[config.mk]
export PLATFORM = sky130hd
export DESIGN_NAME = sw_debounce
export DESIGN_NICKNAME = d
export VERILOG_FILES = /design/src/rtl/sw_debounce.sv
export SDC_FILE = /design/constraint.sdc
export NUM_CORES = 1
export LEC_CHECK = 0
export BUFFER_PORTS_ARGS = -buffer_cell sky130_fd_sc_hd__buf_2
export CAP_MARGIN = 20
export CORE_AREA = 2 2 85 87
export CTS_CLUSTER_SIZE = 30
export DETAILED_ROUTE_END_ITERATION = 6
export DIE_AREA = 0 0 87 89
export PLACE_DENSITY = 0.76
export SETUP_SLACK_MARGIN = 0.1
export SLEW_MARGIN = 15
export SYNTH_ARGS = -nofsm -noshare
export SYNTH_HDL_FRONTEND = slang
export SYNTH_SLANG_ARGS = --single-unit
export TNS_END_PERCENT = 1
[constraint.sdc]
create_clock -name clk -period 2.5 [get_ports clk]
set_clock_uncertainty 0.1 [all_clocks]
set_input_delay 0.125 -clock clk [delete_from_list [all_inputs] [get_ports clk]]
set_output_delay 0.125 -clock clk [all_outputs]
set_load 0.01 [all_outputs]
[src/rtl/sw_debounce.sv]
// sw_debounce: per-channel two-flop synchroniser plus tick-based stability filter for board switches.
// Define SW_DEBOUNCE_EDGE_EN to add registered sw_rise/sw_fall acceptance pulses.
module sw_debounce #(
    parameter int               WIDTH        = 8,
    parameter int               TICK_DIV     = 50000,
    parameter int               STABLE_TICKS = 20,
    parameter logic [WIDTH-1:0] INIT_VAL     = '0
) (
    input  logic             clk,
    input  logic             reset_n,
    input  logic [WIDTH-1:0] sw_raw,
`ifdef SW_DEBOUNCE_EDGE_EN
    output logic [WIDTH-1:0] sw_rise,
    output logic [WIDTH-1:0] sw_fall,
`endif
    output logic [WIDTH-1:0] sw_out
);

    localparam int CNT_W = (STABLE_TICKS > 1) ? $clog2(STABLE_TICKS) : 1;
    localparam int TCK_W = (TICK_DIV > 1) ? $clog2(TICK_DIV) : 1;
    localparam logic [CNT_W-1:0] CNT_LAST  = CNT_W'(STABLE_TICKS - 1);
    localparam logic [TCK_W-1:0] TICK_LAST = TCK_W'(TICK_DIV - 1);

    logic [WIDTH-1:0] s1_p0;
    logic [WIDTH-1:0] s2_p1;
    logic [TCK_W-1:0] tick_cnt;
    logic             tick;
    logic [CNT_W-1:0] cnt [WIDTH];
    logic [WIDTH-1:0] accept;

    // Stage p0/p1: metastability synchroniser on the asynchronous pads
    always_ff @(posedge clk or negedge reset_n) begin
        if (!reset_n) begin
            s1_p0 <= INIT_VAL;
            s2_p1 <= INIT_VAL;
        end else begin
            s1_p0 <= sw_raw;
            s2_p1 <= s1_p0;
        end
    end

    // Free-running prescaler shared by every channel
    assign tick = (tick_cnt == TICK_LAST);

    always_ff @(posedge clk or negedge reset_n) begin
        if (!reset_n) begin
            tick_cnt <= '0;
        end else if (tick) begin
            tick_cnt <= '0;
        end else begin
            tick_cnt <= tick_cnt + TCK_W'(1);
        end
    end

    always_comb begin
        accept = '0;
        for (int i = 0; i < WIDTH; i++) begin
            accept[i] = (s2_p1[i] != sw_out[i]) && tick && (cnt[i] == CNT_LAST);
        end
    end

    // Stage p2: stability window per channel; any return to the accepted level restarts it
    always_ff @(posedge clk or negedge reset_n) begin
        if (!reset_n) begin
            for (int i = 0; i < WIDTH; i++) begin
                cnt[i] <= '0;
            end
            sw_out <= INIT_VAL;
        end else begin
            for (int i = 0; i < WIDTH; i++) begin
                if (s2_p1[i] == sw_out[i]) begin
                    cnt[i] <= '0;
                end else if (tick) begin
                    cnt[i] <= accept[i] ? '0 : cnt[i] + CNT_W'(1);
                end
            end
            sw_out <= sw_out ^ accept;
        end
    end

`ifdef SW_DEBOUNCE_EDGE_EN
    always_ff @(posedge clk or negedge reset_n) begin
        if (!reset_n) begin
            sw_rise <= '0;
            sw_fall <= '0;
        end else begin
            sw_rise <= accept & s2_p1;
            sw_fall <= accept & ~s2_p1;
        end
    end
`endif

endmodule

==> results.md <==
- RSZ-0062 raised after global routing: false
- Setup TNS Final: 0 ns
- WP data arrival: 2.20 ns
- Post-CTS setup buffers: 0
- Syn Inst Count: 374
- Initial drt markers: 119
- Routability cong.: 0.851
- Crit-path max FO: 14
- Core box area: 0.00672 sq mm
- Mapped Avg Cell Area: 10.6 sq um
- Dpl ws: 0.469 ns
- Endpoints failing setup: 0
- Starting Density: 59.1%
- Share of the synthesized area in the top cell type: 50.4%
- Post-synth top flop: dfrtp_1
- Vias after detailed routing: 2836
- Initial antenna violation count: 0
- Max_cap viols: 0
- Wirelength per Cell: 14.7 microns
- Synth unique cells: 39
- Routed WL: 7270 microns
- Detailed Place HPWL: 5030 microns
- Total grt overflow: 0
- Asr flop ratio synth: 100%
- Status: completed
- Leakage Power: 2.01 nW
- Worst endpoint required time: 2.65 ns
- Synthesized flop and latch total: 80
- Hold buffers post-CTS: 9
- Startpoint class of the critical path: flip-flop
- DRC: 0
- Drt via density: 5.73
- Pin count of the biggest net entering global routing: 48
- Layout Nets: 429
- Slew margin rel.: 54.4%
- DIE WIDTH: 87 microns
- CTS buffer count: 9
- R2r worst-path depth: 6
- Sink Count: 80
- Clk root buf: clkbuf_8
- Row cnt: 30
- Final Hold Viols: 0
- F_max: 487 MHz
- Post-route ant nets: 0
- Crit end category: flip-flop
- Area Overhead vs Synth: 12.0%
- Cell taking the most area after synthesis: dfrtp_1
- Clk slew on worst S/H paths: 0.08 ns
- Min cycle time layout: 2.05 ns
- Syn_nets: 393
- Ys Warns: 0
- All-layer global routing usage: 21.2%
- Area contributors post-synth: dfrtp_1 50%, nand2_1 4.6%, or3_1 4.1%
- DIE HEIGHT: 89 microns
- # diodes: 0
- Final worst slack: 0.446 ns
- Crit path kind: reg -> reg
- First-pass GRT wire length: 12600 microns
- Clock Tree Buf Depth: 2
- Fraction of layout cells with a size suffix above 1: 15.7%
- Worst vdd ir: 0.000344 V
- DRT Pass-1 Iters: 4
- Power per cell area: 528 mW/mm^2
- CTS tree: yes
- Sequential area share after synthesis: 50.4%
- Synthesized area: 0.00397 sq mm
- Vias in the first global route: 2772
- Num ports: 18
- Fin crit share: 82.2%
- CTS resizes: 0
- Max Slew Vio Count: 0
- Post-synth EDFFs: 0
- IO Port Bufs: 17
- Type of the most critical hold path: in -> async
- Worst slew pin tran: 0.675 ns
- CTS H-tree depth: 3
- Clock Latency Late Sink: 0.36 ns
- Die area: 0.00774 sq mm
- Overall Power: 0.00235 W
through the flow:
step / instances / hold slack (ns) / utilization (%) / cell area [sq um]
final: 495 / 0.212 / 66.2 / 4450
after global routing: 495 / 0.258 / 66.2 / 4450
after CTS: 495 / 0.238 / 66.2 / 4450
after detailed placement: 470 / 0.0788 / 61.8 / 4150
after global placement: 470 / 0.0739 / 61.8 / 4150
after floorplan: 374 / -0.271 / - / 3970
worst max-delay path, cell delays in order, from the launching register on:
cell and delay [ns]:
dfrtp_1 0.49, nor4b_4 0.29, buf_4 0.21, and4b_1 0.23, buf_4 0.24, nand2_1 0.09
mux2_2 0.29
area by class of cell:
type	count	area, sq um
tap	80	100
clock buffer	10	138
timing repair buffer	38	280
multi-input combinational	276	1840
clock inverter	6	66.3
fill	514	2270
inverter	5	18.8
sequential	80	2000
synth_stat cells, types with 4 or more instances:
library cell,instances
xnor2_1,15
o21ba_2,5
o21ai_0,12
mux2_4,4
clkbuf_1,5
nand3_1,14
and3b_1,6
nand2_4,4
nor3_1,9
nor2b_1,11
and2_1,9
and4_1,9
mux2_2,4
nand3b_1,8
a21oi_1,26
nor4bb_1,5
nor2_1,9
buf_6,4
nand4_1,12
dfrtp_1,80
or3_1,26
xor2_1,8
a41oi_1,5
ha_1,9
inv_1,5
nand2_1,49
final timing paths:
path                            slack [ns]                   from             endpoint
max in group asynchronous             1.49                reset_n  cnt[16]$_DFFE_PN0P_
worst min register to register        0.25     s1_p0[3]$_DFF_PN0_   s2_p1[3]$_DFF_PN0_
worst max register to register        0.45  tick_cnt[7]$_DFF_PN0_  sw_out[2]$_DFF_PN0_
worst min-delay path                  0.21                reset_n  cnt[24]$_DFFE_PN0P_
worst max-delay path                  0.45  tick_cnt[7]$_DFF_PN0_  sw_out[2]$_DFF_PN0_
min in group clk                      0.25     s1_p0[3]$_DFF_PN0_   s2_p1[3]$_DFF_PN0_
kinds of logic after synthesis:
kind of cell / count (synthesis) / synth area share, %
flops: 80 / 50.4
mux: 8 / 2.65
fa+ha+maj: 9 / 2.84
buf+inv: 18 / 3.21
xor+xnor: 23 / 5.07
simple gates: 181 / 27.4
compound gates: 55 / 8.38
power by group:
group	total, W	internal, W	switching, W	leakage [nW]
clock	0.000974	0.000494	0.000480	0.107
sequential	0.00131	0.00131	0.00000712	1.07
combinational	0.0000620	0.0000249	0.0000372	0.838
metal layers:
layer | track usage [%] | part of all wire (%)
met1 | 26.6 | 45
met2 | 35.6 | 50
met3 | 5.08 | 2.7
met4 | 8.66 | 1.5
met5 | 0 | 0
cells in the final DEF, fill, tap and decap left out, types with 6 or more instances in the layout:
cell	n
and3b_1	6
and4_1	9
or3_1	26
nor2_1	9
nand3b_1	8
xor2_1	8
clkbuf_8	10
nand4_1	12
and2_1	9
buf_2	16
dlygate4sd3_1	9
o21ai_0	12
nand3_1	14
buf_4	12
nor2b_1	11
dfrtp_1	80
nor3_1	9
ha_1	9
xnor2_1	15
nand2_1	49
a21oi_1	26
state kept, by name, summed over array words and instances (netlist names):
register  flops
sw_out        8
s1_p0         8
cnt          40
tick_cnt     16
s2_p1         8
Power figures use the tool's default switching activity.
